## src/rtl/scan_chain_controller.sv

```systemverilog
// Scan-test initiator for a serial SDFF chain: shift in, capture, shift out, compare.
// Optional error accumulator enabled by defining STC_ERRCNT_EN.
module scan_chain_controller #(
    parameter int unsigned CHAIN_LEN = 4
`ifdef STC_ERRCNT_EN
    ,
    parameter int unsigned ERRCNT_W  = 8
`endif
) (
    input  logic                 clk,
    input  logic                 rst_n,
    input  logic                 start,
    input  logic [CHAIN_LEN-1:0] pattern,
    input  logic [CHAIN_LEN-1:0] expected,
    input  logic                 so,
`ifdef STC_ERRCNT_EN
    input  logic                 clr_err,
    output logic [ERRCNT_W-1:0]  err_cnt,
`endif
    output logic                 se,
    output logic                 si,
    output logic                 busy,
    output logic                 done,
    output logic                 pass,
    output logic [CHAIN_LEN-1:0] response
);

    localparam int unsigned CNT_W = (CHAIN_LEN > 1) ? $clog2(CHAIN_LEN) : 1;
    localparam logic [CNT_W-1:0] CNT_LAST = CNT_W'(CHAIN_LEN - 1);

    typedef enum logic [2:0] {
        S_IDLE,
        S_SHIFT_IN,
        S_CAPTURE,
        S_SHIFT_OUT,
        S_DONE
    } state_t;

    state_t                state;
    logic [CNT_W-1:0]      cnt;
    logic [CHAIN_LEN-1:0]  pattern_q;
    logic [CHAIN_LEN-1:0]  expect_q;
    logic [CHAIN_LEN-1:0]  resp;
    logic [CHAIN_LEN-1:0]  resp_next;
    logic [CNT_W-1:0]      si_idx;
    logic                  si_next;
    logic                  last_cnt;

    // Next serial bit (MSB first) and the response with the current SO appended
    always_comb begin
        resp_next = {resp[CHAIN_LEN-2:0], so};
        si_idx    = CNT_W'(CHAIN_LEN - 2) - cnt;
        si_next   = pattern_q[si_idx];
        last_cnt  = (cnt == CNT_LAST);
    end

    // Sequencer; all chain-facing outputs are flops loaded with the value for the next state
    always_ff @(posedge clk or negedge rst_n) begin
        if (!rst_n) begin
            state     <= S_IDLE;
            cnt       <= '0;
            pattern_q <= '0;
            expect_q  <= '0;
            resp      <= '0;
            se        <= 1'b0;
            si        <= 1'b0;
            busy      <= 1'b0;
            done      <= 1'b0;
            pass      <= 1'b0;
            response  <= '0;
        end else begin
            unique case (state)
                S_IDLE, S_DONE: begin
                    state <= S_IDLE;
                    se    <= 1'b0;
                    si    <= 1'b0;
                    busy  <= 1'b0;
                    done  <= 1'b0;
                    if (start) begin
                        pattern_q <= pattern;
                        expect_q  <= expected;
                        cnt       <= '0;
                        state     <= S_SHIFT_IN;
                        se        <= 1'b1;
                        si        <= pattern[CHAIN_LEN-1];
                        busy      <= 1'b1;
                    end
                end
                S_SHIFT_IN: begin
                    if (last_cnt) begin
                        state <= S_CAPTURE;
                        cnt   <= '0;
                        se    <= 1'b0;
                        si    <= 1'b0;
                    end else begin
                        cnt <= cnt + CNT_W'(1);
                        si  <= si_next;
                    end
                end
                S_CAPTURE: begin
                    state <= S_SHIFT_OUT;
                    cnt   <= '0;
                    se    <= 1'b1;
                    si    <= 1'b0;
                end
                S_SHIFT_OUT: begin
                    resp <= resp_next;
                    if (last_cnt) begin
                        state    <= S_DONE;
                        se       <= 1'b0;
                        busy     <= 1'b0;
                        done     <= 1'b1;
                        pass     <= (resp_next == expect_q);
                        response <= resp_next;
                    end else begin
                        cnt <= cnt + CNT_W'(1);
                    end
                end
                default: begin
                    state <= S_IDLE;
                    se    <= 1'b0;
                    si    <= 1'b0;
                    busy  <= 1'b0;
                    done  <= 1'b0;
                end
            endcase
        end
    end

`ifdef STC_ERRCNT_EN
    localparam int unsigned POP_W = $clog2(CHAIN_LEN + 1);
    localparam int unsigned SUM_W = ((ERRCNT_W > POP_W) ? ERRCNT_W : POP_W) + 1;
    localparam logic [ERRCNT_W-1:0] ERR_MAX = '1;

    logic [CHAIN_LEN-1:0] mism;
    logic [POP_W-1:0]     pop;
    logic [SUM_W-1:0]     err_sum;
    logic [ERRCNT_W-1:0]  err_cnt_next;

    // Saturating accumulation of mismatching bits for the pattern about to complete
    always_comb begin
        mism = resp_next ^ expect_q;
        pop  = '0;
        for (int i = 0; i < int'(CHAIN_LEN); i++) begin
            pop = pop + POP_W'(mism[i]);
        end
        err_sum      = SUM_W'(err_cnt) + SUM_W'(pop);
        err_cnt_next = (err_sum > SUM_W'(ERR_MAX)) ? ERR_MAX : ERRCNT_W'(err_sum);
    end

    always_ff @(posedge clk or negedge rst_n) begin
        if (!rst_n) begin
            err_cnt <= '0;
        end else if (clr_err) begin
            err_cnt <= '0;
        end else if (state == S_SHIFT_OUT && last_cnt) begin
            err_cnt <= err_cnt_next;
        end
    end
`endif

endmodule

```

## config.mk

```make
export PLATFORM = sky130hd
export DESIGN_NAME = scan_chain_controller
export DESIGN_NICKNAME = d
export VERILOG_FILES = /design/src/rtl/scan_chain_controller.sv
export SDC_FILE = /design/constraint.sdc
export NUM_CORES = 1
export LEC_CHECK = 0
export ABC_AREA = 1
export BUFFER_PORTS_ARGS = -buffer_cell sky130_fd_sc_hd__buf_2
export CORE_MARGIN = 4
export CORE_UTILIZATION = 47
export CTS_CLUSTER_SIZE = 14
export DETAILED_ROUTE_END_ITERATION = 7
export HOLD_SLACK_MARGIN = 0.1
export PLACE_DENSITY = 0.79
export SLEW_MARGIN = 20
export SYNTH_ARGS = -nofsm -noshare
export SYNTH_HDL_FRONTEND = slang
export SYNTH_SLANG_ARGS = --single-unit
export TNS_END_PERCENT = 50
```

## constraint.sdc

```tcl
create_clock -name clk -period 3.65 [get_ports clk]
set_clock_uncertainty 0.1 [all_clocks]
set_input_delay 0.73 -clock clk [delete_from_list [all_inputs] [get_ports clk]]
set_output_delay 0.73 -clock clk [all_outputs]
set_load 0.005 [all_outputs]
```

==> metrics.cfg, run 1 <==
[die]
dieArea_mm2 = 0.003472
dieHeight_um = 58.92
start_util_pct = 49.19
num_io_pins = 21
die_x_um = 58.92
num_rows = 18
core_area_mm2 = 0.002477

[placed_design]
placed_area_mm2 = 0.001334
dp.cells = 198
io_buffers = 20
gp_congestion = 0.8760
dp_hpwl_mm = 1.858

[clock_tree]
ctsHoldBuffers = 0
cts_resized = 0
root_buffer = clkbuf_4
cts_sinks = 25
cts-buffers-inserted = 3
clk_latency_ns = 0.31
htree_levels = 1
clk_pin_slew_ns = 0.13
cts_buffer_depth = 2
cts_tree = built
post_cts_buffers = 0

[synth]
synth_top_area_share_pct = 51.33
synth_compound_area_share_pct = 7.598
synth_edf_count = 0
yosysSeqAreaShare_pct = 51.33
yosys-top-cells-area = dfrtp_1, nand2_1, inv_1
ys_types = 19
synth_cells = 150
synth_ff_type = dfrtp_1
synth_fp_nets = 163
synth_most_common_cell = nand2_1
synth_commonest_cells = nand2_1, dfrtp_1, inv_1
syn-cell-area_mm2 = 0.001219
synthMuxAreaShare_pct = 0
synthAdderAreaFrac_pct = 1.027
avgSynthCellArea_um2 = 8.124
synth-xor-area-share_pct = 0
synth_top_cell_by_area = dfrtp_1
synthSimpleGateAreaFrac_pct = 32.34
async_flop_share_pct = 100.0
yosysWarnings = 0
ys_ff_latch = 25
synth_top_family_by_area = simple AND/OR/NAND/NOR gates

[timing]
maxSlewHeadroom_pct = 63.95
maxSlewViolCount = 0
fin_setup_tns_ns = 0
fin_crit_ns = 1.674
fmax_mhz = 597.2
hold_violations = 0
setup_viol_count_final = 0
rsz0062_at_grt = false
post-route-period-util_pct = 45.88
max_slew.worst_pin.slew_ns = 0.5408

[grt]
grt_first_pass_wirelength_mm = 4.091
grt_pass1_vias = 980
gr-total-overflow = 0
grt_usage_pct = 15.05
grt_max_degree = 26
antenna_found_initial = 0

[run]
max_cap_viol_count = 0

[layout]
fin_nets = 186
antenna_cells = 0
fillers = 242
final_cell_count_no_fill = 202
final_area_mm2 = 0.001360
multi_input_area_um2 = 499.2
syn_to_final_growth_pct = 11.60
seqCellArea_um2 = 625.6
layout-drive-gt1-share_pct = 22.67

[pwr]
p_leak_nw = 0.7758
powerDensity_mw_per_mm2 = 831.7
vdd_ir_drop_max_uv = 434.8
p_total_w = 0.001131

[worst_setup_path]
crit_start = cnt[0]
worst-r2r-setup-slack_ns = 1.98
end_kind = register
worstPathRequired_ns = 3.81
crit_path_max_fanout = 11
critPathKind = reg2reg
arrival_ns = 1.84
cp-start-kind = register
reg2reg_depth = 5
r2r-start = cnt[0]
timing.rr.end = cnt[0]

[worst_hold_path]
hp-class = in2async

[drt]
drcViolationCount = 0
routed_wl_mm = 2.339
dr.pass1.iters = 5
postRouteAntennaNets = 0
avgRoutedWirePerCell_um = 11.58
drt_iter0_drc = 20
vias_per_cell = 5.050
vias = 1020

[run_status]
status = finished clean

-- kinds of logic after synthesis --
group           count (synthesis)
compound gates                 14
fa+ha+maj                       1
buf+inv                        21
simple gates                   89
flops                          25
-- worst max path at each step --
| stage | to | slack (ns) | cells after the start |
|---|---|---|---|
| after floorplan | cnt[0] | 2.26 | 6 |
| after global placement | pattern_q[0] | 2.01 | 6 |
| final | cnt[0] | 1.98 | 5 |
| after CTS | busy | 1.96 | 1 |
| after global routing | cnt[0] | 1.78 | 5 |
| after detailed placement | pattern_q[2] | 1.96 | 6 |
-- worst max-delay path, stage by stage (launching register included) --
cell and delay (ns):
dfrtp_1 0.50, ha_1 0.30, nand4_1 0.38, nand3_1 0.21, nand2_1 0.07, nand2_1 0.07
-- where the power goes --
part           leakage, nW  switching, W  total, W  internal, W
combinational        0.449      0.000316  0.000517     0.000201
sequential           0.312     0.0000885  0.000491     0.000403
clock               0.0150     0.0000799  0.000123    0.0000427
-- registers in the layout, summed over array words and instances, names as in the netlist --
name and cells:
busy 1, cnt 2, done 1, expect_q 4, pass 1, pattern_q 4, resp 3, response 4
se 1, si 1, state 3
-- cell usage in the layout (no fill, tap or decap) --
cell type / instances
nand3_2: 2
clkbuf_4: 3
nand3b_1: 1
o21ai_2: 6
nand3_1: 6
clkbuf_1: 1
ha_1: 1
nor2_8: 1
nor2_1: 12
nand2_2: 2
o21ai_0: 4
o21ai_1: 4
nand4_1: 1
inv_1: 17
dfrtp_1: 25
inv_2: 2
nand2_4: 1
nor2_2: 2
nand2_1: 61
buf_2: 20
-- final cells by class --
type,count,area share (%)
Multi-Input combinational cell,104,36.71
Clock buffer,4,1.932
Sequential cell,25,46.00
Inverter,19,5.244
Timing Repair Buffer,20,7.360
Tap cell,30,2.760
-- per-stage QoR --
| step | hold WS, ns | worst slack [ns] | utilization, % |
|---|---|---|---|
| CTS | 0.2981 | 1.964 | 54.90 |
| global placement | 0.3586 | 2.009 | 53.84 |
| global route | 0.3141 | 1.780 | 54.90 |
| finish | 0.2782 | 1.976 | 54.90 |
| floorplan | 0.3344 | 2.260 | - |
| detailed placement | 0.3547 | 1.964 | 53.84 |
-- layer usage --
layer  global-route usage [%]  share of wire (%)
met5                        0                  0
met4                    3.560               0.73
met3                    3.289                5.3
met2                    26.34                 51
met1                    18.85                 43
Power figures use the tool's default switching activity.
==> run 2, diff against run 1 <==
--- a/config.mk
+++ b/config.mk
@@ -12,7 +12,7 @@
 export CTS_CLUSTER_SIZE = 14
 export DETAILED_ROUTE_END_ITERATION = 7
 export HOLD_SLACK_MARGIN = 0.1
-export PLACE_DENSITY = 0.79
+export PLACE_DENSITY = 0.81
 export SLEW_MARGIN = 20
 export SYNTH_ARGS = -nofsm -noshare
 export SYNTH_HDL_FRONTEND = slang
==> constraint.sdc (replaced) <==
create_clock -name clk -period 1.4 [get_ports clk]
set_clock_uncertainty 0.1 [all_clocks]
set_input_delay 0.28 -clock clk [delete_from_list [all_inputs] [get_ports clk]]
set_output_delay 0.28 -clock clk [all_outputs]
set_load 0.005 [all_outputs]
==> run 2 against run 1 <==
  * Cell area increased by 9.7%
  * Cell count rose by 5.9%
  * Critical path depth stayed put
  * Sequential share of layout area down 4.1 points
  * Total power increased to 2.7 times the previous value
  * Critical path type unchanged
  * Worst hold slack got worse by 0.14 ns
  * Critical endpoint is now response[2]
==> metrics.cfg, run 2 (synthesized netlist as in run 1, its figures left out) <==
[layout]
antenna_cells = 0  ; unchanged
most-common-layout-cells = nand2_1, dfrtp_1, buf_2  ; unchanged
post-route-util_pct = 60.20  ; was 54.90%
final_cell_count_no_fill = 214  ; was 202
final_common_cell = nand2_1  ; unchanged
layout-drive-gt1-share_pct = 23.91  ; was 22.67%
syn_to_final_growth_pct = 22.38  ; was 11.60%
fin_nets = 198  ; was 186
top_regs = expect_q x4, pattern_q x4, response x4  ; unchanged
fillers = 226  ; was 242

[pwr]
switching_power_w = 0.001283  ; was 0.0004842 W
combPwrFrac_pct = 47.3  ; was 45.7%
vdd_ir_drop_max_uv = 1047  ; was 434.8 uV
powerDensity_mw_per_mm2 = 2035  ; was 831.7 mW/mm2
intPower_w = 0.001752  ; was 0.0006470 W
p_total_w = 0.003035  ; was 0.001131 W
clkPwrFrac_pct = 11.4  ; was 10.8%
swShare_pct = 42.27  ; was 42.80%
p_leak_nw = 0.8279  ; was 0.7758 nW
power.share.sequential_pct = 41.3  ; was 43.4%

[clock_tree]
cts-buffers-inserted = 3  ; unchanged
post_cts_buffers = 0  ; unchanged
cts_tree = built  ; unchanged
clk_pin_slew_ns = 0.15  ; was 0.13 ns
clk_latency_ns = 0.33  ; was 0.31 ns
htree_levels = 1  ; unchanged
cts_buffer_depth = 2  ; unchanged
root_buffer = clkbuf_4  ; unchanged
cts_sinks = 25  ; unchanged

[timing]
setup_viol_count_final = 0  ; unchanged
maxSlewViolCount = 0  ; unchanged
hold_violations = 0  ; unchanged
fin_setup_tns_ns = 0  ; unchanged
maxSlewHeadroom_pct = 63.76  ; was 63.95%
fmax_mhz = 772.7  ; was 597.2 MHz
fin_crit_ns = 1.294  ; was 1.674 ns
post-route-period-util_pct = 92.44  ; was 45.88%
max_slew.worst_pin.slew_ns = 0.5437  ; was 0.5408 ns
rsz0062_at_grt = false  ; unchanged

[worst_hold_path]
hold_path_depth = 3
whs_endpoint = response[0]
min_from = so
hp-class = in2reg  ; was in2async

[grt]
grt_pass1_vias = 1053  ; was 980
antenna_found_initial = 0  ; unchanged
grt_usage_pct = 17.35  ; was 15.05%
grt_first_pass_wirelength_mm = 4.609  ; was 4.091 mm
grt_max_degree = 26  ; unchanged
gr-total-overflow = 0  ; unchanged

[placed_design]
dp.cells = 201  ; was 198
dp_hpwl_mm = 1.842  ; was 1.858 mm
io_buffers = 20  ; unchanged
gp_congestion = 0.8616  ; was 0.8760

[die]
dieHeight_um = 58.92  ; unchanged
num_rows = 18  ; unchanged
start_util_pct = 49.19  ; unchanged
core_area_mm2 = 0.002477  ; unchanged
die_x_um = 58.92  ; unchanged
num_io_pins = 21  ; unchanged
dieArea_mm2 = 0.003472  ; unchanged

[drt]
dr.pass1.iters = 4  ; was 5
vias = 1046  ; was 1020
drt_iter0_drc = 34  ; was 20
drcViolationCount = 0  ; unchanged
routed_wl_mm = 2.528  ; was 2.339 mm
postRouteAntennaNets = 0  ; unchanged
avgRoutedWirePerCell_um = 11.81  ; was 11.58 um
vias_per_cell = 4.888  ; was 5.050

[worst_setup_path]
end_kind = register  ; unchanged
timing.rr.end = response[2]  ; was cnt[0]
crit_path_max_fanout = 10  ; was 11
worst-r2r-setup-slack_ns = 0.11  ; was 1.98 ns
r2r-start = cnt[0]  ; unchanged
reg2reg_depth = 5  ; unchanged
crit_start = cnt[0]  ; unchanged
arrival_ns = 1.42  ; was 1.84 ns
critPathKind = reg2reg  ; unchanged
worstPathRequired_ns = 1.52  ; was 3.81 ns
cp-start-kind = register  ; unchanged

[run]
max_cap_viol_count = 0  ; unchanged

[run_status]
status = finished clean  ; unchanged

run 2: worst max path at each step:
stage | end | slack [ns] | depth (start not counted)
final | response[2] | 0.11 | 5
after global routing | cnt[1] | 0.02 | 6
after CTS | response[2] | 0.08 | 5
after detailed placement | response[2] | 0.10 | 5
after global placement | cnt[0] | 0.18 | 6
after floorplan | response[1] | 0.12 | 5
run 2: power by group through the flow:
stage | registers (W) | clock network (W) | logic (W)
finish | 0.00125 | 0.000345 | 0.00144
global route | 0.00130 | 0.000384 | 0.00167
CTS | 0.00126 | 0.000347 | 0.00145
detailed placement | 0.00127 | 0 | 0.00142
global placement | 0.00125 | 0 | 0.00136
floorplan | 0.00126 | 0 | 0.00101
run 2: repair_timing:
action	4_1_cts	5_1_grt
resized for setup	0	1
endpoints found under the hold margin	33	0
hold buffers	9	0
setup endpoints to repair	0	3
run 2: critical path, stage by stage (launching register included):
cell and delay (ns):
dfrtp_1 0.39, ha_2 0.23, nand4_1 0.14, buf_4 0.20
nand2_1 0.06, o21ai_1 0.07
run 2: layout make-up:
cell class / instances / area [um2] / area share [%]
clock buffer: 3 / 22.52 / 1.510
clock inverter: 1 / 7.507 / 0.5034
inverter: 19 / 71.32 / 4.782
multi-input combinational: 104 / 501.7 / 33.64
sequential: 25 / 625.6 / 41.95
tap: 30 / 37.54 / 2.517
timing repair buffer: 32 / 225.2 / 15.10
run 2: layer usage:
layer | wire length [um] | share of wire (%) | GRT usage [%]
met5 | 0 | 0 | 0
met4 | 44 | 1.7 | 5.825
met3 | 103 | 4.1 | 2.193
met2 | 1331 | 53 | 30.60
met1 | 1048 | 41 | 21.76
run 2: metrics by stage:
| step | hold slack [ns] | setup slack [ns] | area (um2) |
|---|---|---|---|
| after detailed placement | 0.1967 | 0.1003 | 1369 |
| after global routing | 0.1402 | 0.01673 | 1491 |
| after floorplan | -0.1156 | 0.1207 | 1219 |
| after CTS | 0.1374 | 0.07504 | 1489 |
| final | 0.1386 | 0.1058 | 1491 |
| after global placement | 0.1902 | 0.1792 | 1369 |
